File: src/rtl/div_frame_seq.sv
// Frame sequencer: 4-byte request from UART RX -> iterative divider -> 4-byte response to UART TX.
// Optional inter-byte idle timeout enabled by defining DIV_TIMEOUT_EN.
module div_frame_seq #(
  parameter int DATA_W      = 16,
  parameter int TIMEOUT_CYC = 500000
) (
  input  logic              clk,
  input  logic              rst,
  input  logic              rx_valid,
  input  logic [7:0]        rx_data,
  output logic              div_start,
  output logic [DATA_W-1:0] div_a,
  output logic [DATA_W-1:0] div_b,
  input  logic              div_done,
  input  logic [DATA_W-1:0] div_q,
  input  logic [DATA_W-1:0] div_r,
  output logic              tx_start,
  output logic [7:0]        tx_data,
  input  logic              tx_busy,
  output logic              seq_busy,
  output logic              err_dbz,
  output logic              drop
);
  localparam int NB    = DATA_W / 8;
  localparam int FRAME = 2 * NB;
  localparam int CW    = $clog2(FRAME + 1);
  localparam int IW    = $clog2(FRAME);

  localparam logic [2:0] S_RX       = 3'd0;
  localparam logic [2:0] S_DIV_GO   = 3'd1;
  localparam logic [2:0] S_DIV_WAIT = 3'd2;
  localparam logic [2:0] S_TX_LOAD  = 3'd3;
  localparam logic [2:0] S_TX_ACK   = 3'd4;
  localparam logic [2:0] S_TX_DONE  = 3'd5;

  logic [2:0]          state_q, state_d;
  logic [CW-1:0]       cnt_q, cnt_d;
  logic [IW-1:0]       idx_q, idx_d;
  logic [DATA_W-1:0]   a_q, a_d, b_q, b_d, q_q, q_d, r_q, r_d;
  logic                rx_open;
  logic [IW-1:0]       rev;
  logic [2*DATA_W-1:0] resp;

`ifdef DIV_TIMEOUT_EN
  localparam int TW = $clog2(TIMEOUT_CYC + 1);
  logic [TW-1:0] idle_q, idle_d;
`endif

  // cnt_q == FRAME marks "frame complete, decide next cycle"; extra bytes then are dropped
  assign rx_open = (state_q == S_RX) && (cnt_q != CW'(FRAME));

  always_comb begin
    state_d   = state_q;
    cnt_d     = cnt_q;
    idx_d     = idx_q;
    a_d       = a_q;
    b_d       = b_q;
    q_d       = q_q;
    r_d       = r_q;
    div_start = 1'b0;
    tx_start  = 1'b0;
    err_dbz   = 1'b0;
    drop      = rx_valid && !rx_open;
    case (state_q)
      S_RX: begin
        if (rx_valid && rx_open) begin
          if (cnt_q < CW'(NB)) a_d = {a_q[DATA_W-9:0], rx_data};
          else                 b_d = {b_q[DATA_W-9:0], rx_data};
          cnt_d = cnt_q + CW'(1);
        end else if (cnt_q == CW'(FRAME)) begin
          if (b_q == '0) begin
            q_d     = '1;
            r_d     = a_q;
            err_dbz = 1'b1;
            state_d = S_TX_LOAD;
          end else begin
            state_d = S_DIV_GO;
          end
        end
      end
      S_DIV_GO: begin
        div_start = 1'b1;
        state_d   = S_DIV_WAIT;
      end
      S_DIV_WAIT: begin
        if (div_done) begin
          q_d     = div_q;
          r_d     = div_r;
          state_d = S_TX_LOAD;
        end
      end
      S_TX_LOAD: begin
        if (!tx_busy) begin
          tx_start = 1'b1;
          state_d  = S_TX_ACK;
        end
      end
      S_TX_ACK: begin
        if (tx_busy) state_d = S_TX_DONE;
      end
      S_TX_DONE: begin
        if (!tx_busy) begin
          if (idx_q == IW'(FRAME - 1)) begin
            idx_d   = '0;
            cnt_d   = '0;
            state_d = S_RX;
          end else begin
            idx_d   = idx_q + IW'(1);
            state_d = S_TX_LOAD;
          end
        end
      end
      default: state_d = S_RX;
    endcase

`ifdef DIV_TIMEOUT_EN
    idle_d = '0;
    if (state_q == S_RX && cnt_q != '0 && cnt_q != CW'(FRAME) && !rx_valid) begin
      if (idle_q == TW'(TIMEOUT_CYC - 1)) begin
        cnt_d = '0;
        drop  = 1'b1;
      end else begin
        idle_d = idle_q + TW'(1);
      end
    end
`endif
  end

  always_ff @(posedge clk or negedge rst) begin
    if (!rst) begin
      state_q <= S_RX;
      cnt_q   <= '0;
      idx_q   <= '0;
      a_q     <= '0;
      b_q     <= '0;
      q_q     <= '0;
      r_q     <= '0;
`ifdef DIV_TIMEOUT_EN
      idle_q  <= '0;
`endif
    end else begin
      state_q <= state_d;
      cnt_q   <= cnt_d;
      idx_q   <= idx_d;
      a_q     <= a_d;
      b_q     <= b_d;
      q_q     <= q_d;
      r_q     <= r_d;
`ifdef DIV_TIMEOUT_EN
      idle_q  <= idle_d;
`endif
    end
  end

  // Response bytes go out MSB first: Q hi..lo, then R hi..lo
  assign resp     = {q_q, r_q};
  assign rev      = IW'(FRAME - 1) - idx_q;
  assign tx_data  = resp[{rev, 3'b000} +: 8];
  assign div_a    = a_q;
  assign div_b    = b_q;
  assign seq_busy = !((state_q == S_RX) && (cnt_q == '0));

endmodule

File: config.mk
export PLATFORM = sky130hd
export DESIGN_NAME = div_frame_seq
export DESIGN_NICKNAME = d
export VERILOG_FILES = /design/src/rtl/div_frame_seq.sv
export SDC_FILE = /design/constraint.sdc
export NUM_CORES = 1
export LEC_CHECK = 0
export BUFFER_PORTS_ARGS = -buffer_cell sky130_fd_sc_hd__buf_2
export CAP_MARGIN = 5
export CORE_MARGIN = 2
export CORE_UTILIZATION = 35
export DETAILED_ROUTE_END_ITERATION = 12
export PLACE_DENSITY_LB_ADDON = 0.2
export RECOVER_POWER = 50
export SYNTH_ARGS = -nofsm -noshare
export SYNTH_HDL_FRONTEND = slang
export SYNTH_SLANG_ARGS = --single-unit
File: constraint.sdc
create_clock -name clk -period 1.87 [get_ports clk]
set_input_delay 0.2805 -clock clk [delete_from_list [all_inputs] [get_ports clk]]
set_output_delay 0.2805 -clock clk [all_outputs]
set_load 0.005 [all_outputs]
# Word-level counts from Yosys, hierarchy flattened
# Index checks and enable logic that the tools add are counted.
# op_classes
shift	1
reduce_logical	17
eq_ne	17
order_cmp	1
addsub	3
muxes	31
n_bitwise	2
# op_table
op	n
16-bit two-way mux	8
16-bit case mux with 2 select lines	2
32-bit by 6-bit variable part select with 8-bit output	1
3-bit two-way mux	9
3-bit case mux with 6 select lines	1
16-bit zero test	1
2-bit != test (second input constant)	6
3-bit equality test (second input constant)	3
1-bit two-way mux	7
3-bit by 2-bit equality test with 1-bit output (second input constant)	2
3-bit zero test	2
2-bit two-way mux	3
2-bit by 1-bit != test with 1-bit output (second input constant)	3
3-bit case mux with 2 select lines	1
3-bit AND reduction	2
6-bit AND reduction	1
5-bit AND reduction	1
1-bit logical AND	4
4-bit AND reduction	1
2-bit nonzero test	2
3-bit by 1-bit adder with 3-bit output (second input constant)	1
3-bit by 1-bit equality test with 1-bit output (second input constant)	1
3-bit by 2-bit < comparator with 1-bit output (second input constant)	1
3-bit != test (second input constant)	1
6 further kinds	8
# word_totals
out_inout_bits	45
regBits	72
elab_cells	79

# Logic depth before layout (Yosys ltp)
# depth
depth_word	5
mapped_depth	8
depth_no_buf	7

# Worst setup path after synthesis
# Ideal clock, no wire load.
# synth_path
path_type	register to register
start	register cnt_q[1]
end	register a_q[0] (netlist: div_a[0])
t_required_ns	1.745
t_arrival_ns	1.827
path_buffers	2
setup_time_ns	0.125
period_less_slack_ns	1.952
path_stages_with_launch	9
setup_slack_ns	-0.082
cell_sequence	dfrtp_1 inv_1 ha_1 a21oi_4 nand3_2 or3_1 buf_6 buf_12 mux2_4
# synth_between
elab_chain_cells	4
elab_cells_between_ends	5
classes_between	1 x order compare; 1 x eq/ne; 3 x reduce/logical
# synth_rtl
item	line	source
start: declaration	37	logic [CW-1:0] cnt_q, cnt_d;
start signal: assignment	143	cnt_q <= cnt_d;
parallel branches: the longest is 3 deep, another holds 3-bit by 2-bit < comparator with 1-bit output	-	
3-bit AND reduction (no line) (*)	-	
end signal: assignment	134	a_q <= '0;
end signal: assignment	145	a_q <= a_d;
end: declaration	39	logic [DATA_W-1:0] a_q, a_d, b_q, b_d, q_q, q_d, r_q, r_d;
# Mark *: on every way between the ends.
# A chain may end at the register's enable or synchronous reset.

# Worst setup path after layout
# layout_path
start	register b_q[5] (netlist: div_b[5])
end	register r_q[0]
# layout_between
elab_chain_cells	3
# layout_rtl
item	line	source
start: declaration	39	
start signal: assignment	135	b_q <= '0;
start signal: assignment	146	b_q <= b_d;
16-bit zero test	71	if (b_q == '0) begin
2-bit by 1-bit != test with 1-bit output (no line)	-	
5-bit AND reduction (no line)	-	
end signal: assignment	148	r_q <= r_d;
end: declaration	39	
# No other way between the ends.

==> flow_summary.ini <==
[yosys]
synthArstFlopShare_pct = 100
netlist_top_cells_count = 72 x dfrtp_1, 39 x nand2_1, 24 x mux2_2
post-synth-top-count-cell = dfrtp_1
synth_warnings = 0
synth_seq_area_share_pct = 52.1
synth_top_area_share_pct = 52.1
synthCells = 294
ys_ff_latch = 72
synthDistinctLibCells = 38
synth_top_flop_cell = dfrtp_1
synth_top_cell_by_area = dfrtp_1
avgSynthCellArea_sq_um = 11.8
synth_area_sq_um = 3460
synth_edf_count = 0
synth_area_leaders = dfrtp_1 52%, mux2_2 7.8%, mux4_2 5.2%
synth_fp_nets = 342

[setup_path]
crit_cells = 7
ff2ff_path_depth = 7
critPathMaxStageDelay_ps = 420
path_buf_inv = 2
reg2reg_slack_ps = -30
rr_startpoint = div_b[5]
path_class = reg -> reg
r2r_end = r_q[0]
critPathTopFamily = simple AND/OR/NAND/NOR gates
cp_max_fo = 8
cp-start-kind = flop
worst_path_max_delay_cell = dfrtp_1
cp.required_ps = 2100
end_kind = flop
cp.arrival_ps = 2130
path_cells = nor4_2 > nand3_2 > buf_6 > or2_4 > o21ai_4 > clkbuf_16 > a21oi_1

[outcome]
outcome = finished, violations left
failed_checks = negative setup slack

[sta]
whs_ps = 121
setup_ws_ps = -29.2
finalSetupTns_ps = -165
min_period_ps = 1900
slew_headroom_pct = 25.9
skew_ps = 5.69
slew_violations = 0
fmax_mhz = 527
fin_crit_sh_pct = 102
setup_violations = 9
hold_violations = 0
worst_slew_pin_slew_ps = 1110
rsz0062_at_grt = yes

[clock_tree]
cts_buffer_depth = 2
worstSkewPairLatency_ps = 340
htreeDepth = 3
cts_buffers = 9
cts_tree = yes
cts-root-buf = clkbuf_8
clkTransAtPathRegs_ps = 70
cts_sinks = 72

[finish]
area_delta_synth_final_pct = 31.4
instances_no_fill = 537
fin_nets = 447
diodes = 0
drive_gt1_share_pct = 46.5
final_util_pct = 46.9

[flow_run]
maxCapViolCount = 0

[power]
power_mw = 7.81
p_per_area_nw_per_um2 = 1720
p_leak_nw = 2.07
ir_drop_uv = 734

[routing]
wirelength_microns = 8620
drtAntennaViolNets = 0
drc = 0
vias = 2597
vias_per_cell = 4.84
drt_iter0_markers = 100
first_pass_iters = 6
wl_per_cell_microns = 16.1

[grt]
grt_pass1_wl_microns = 13200
grt_max_degree = 44
overflow = 0
track_usage_pct = 16.5
antenna_found_initial = 0
grt_pass1_vias = 2537

[floorplan]
row_count = 36
die_area_sq_um = 10700
boundaryPins = 90
die_y_microns = 103
start_util_pct = 35.7
die_w_microns = 103
fp.coreArea_sq_um = 9680

[worst_hold_path]
whs_endpoint = q_q[7]
hold_depth = 3
hp-start = div_q[7]
min_path_type = in -> reg

[place]
dpl.cell_count = 513
hpwl_microns = 6050
gp_congestion = 0.845
numPortBuffers = 89
==> repair_timing <==
| item | 4_1_cts | 5_1_grt |
|---|---|---|
| pin swaps | 3 | 6 |
| endpoints found under the setup margin | 9 | 53 |
| endpoints found under the hold margin | 41 | 0 |
| buffers inserted | 3 | 3 |
| gates resized for setup | 7 | 18 |
| hold buffers | 1 | 0 |
| gates cloned | 0 | 1 |
==> per-layer routing <==
layer | up-vias | share of wire, % | track usage (%)
li1 | 1259 | - | -
met5 | - | 0 | 0
met1 | 1254 | 46 | 22.3
met3 | 15 | 5.6 | 5.17
met2 | 69 | 47 | 25.0
met4 | 0 | 1.8 | 6.07
==> worst reg2reg max path: cells and delay by family (launching register included) <==
family | cells | cell delay [ps]
buffers and inverters | 2 | 340
flip-flops | 1 | 420
AO/OA/AOI/OAI | 2 | 290
AND/OR/NAND/NOR | 3 | 740
==> layout by cell type, fill, tap and decap left out, types with 12 or more instances in the layout <==
master,instances
buf_2,78
dfrtp_1,70
nand2_1,38
mux2_2,24
o21ai_0,22
nor3_1,17
mux2i_1,17
clkbuf_1,14
buf_4,14
a21oi_1,12
==> kinds of logic (layout without fill, tap and decap cells) <==
family	after synthesis	in the layout	synth area share, %
AOI/OAI and AO/OA	52	52	8.64
adders and majority gates	3	3	1.09
buffers and inverters	26	136	4.38
DFF	72	72	52.1
muxes	59	59	22.3
and+or+nand+nor	82	82	11.5
==> per-stage QoR <==
step           cell area, sq um  setup slack, ps
2_1_floorplan              3470            -14.9
3_3_place_gp               4160             83.9
3_5_place_dp               4160             58.8
4_1_cts                    4440            0.555
5_1_grt                    4550             -108
6_report                   4550            -29.2
==> how the worst max path moves through the flow <==
| stage | endpoint | startpoint | slack [ps] |
|---|---|---|---|
| floorplan | div_a[0] | cnt_q[1] | -10 |
| global placement | div_a[15] | cnt_q[0] | 80 |
| detailed placement | div_a[15] | cnt_q[1] | 60 |
| CTS | tx_data[5] | idx_q[0] | 0.6 |
| global route | r_q[14] | div_b[5] | -110 |
| finish | r_q[0] | div_b[5] | -30 |
==> registers in the layout, summed over array words and instances, names as in the netlist <==
register	flops
div_a	16
state_q	3
idx_q	2
cnt_q	3
q_q	16
r_q	16
div_b	16
==> report_power, final <==
part	leakage, nW	internal, mW	switching [mW]
Sequential	0.862	2.34	0.711
Clock	0.108	0.788	0.561
Combinational	1.10	1.94	1.47
==> layout make-up <==
| cell class | instances | area, sq um |
|---|---|---|
| clock buffer | 13 | 149 |
| clock inverter | 3 | 65.1 |
| fill | 929 | 5140 |
| inverter | 6 | 22.5 |
| multi-input combinational | 196 | 1620 |
| sequential | 72 | 1800 |
| tap | 133 | 166 |
| timing repair buffer | 114 | 719 |
Note: power is estimated with default switching activity, not from simulation.
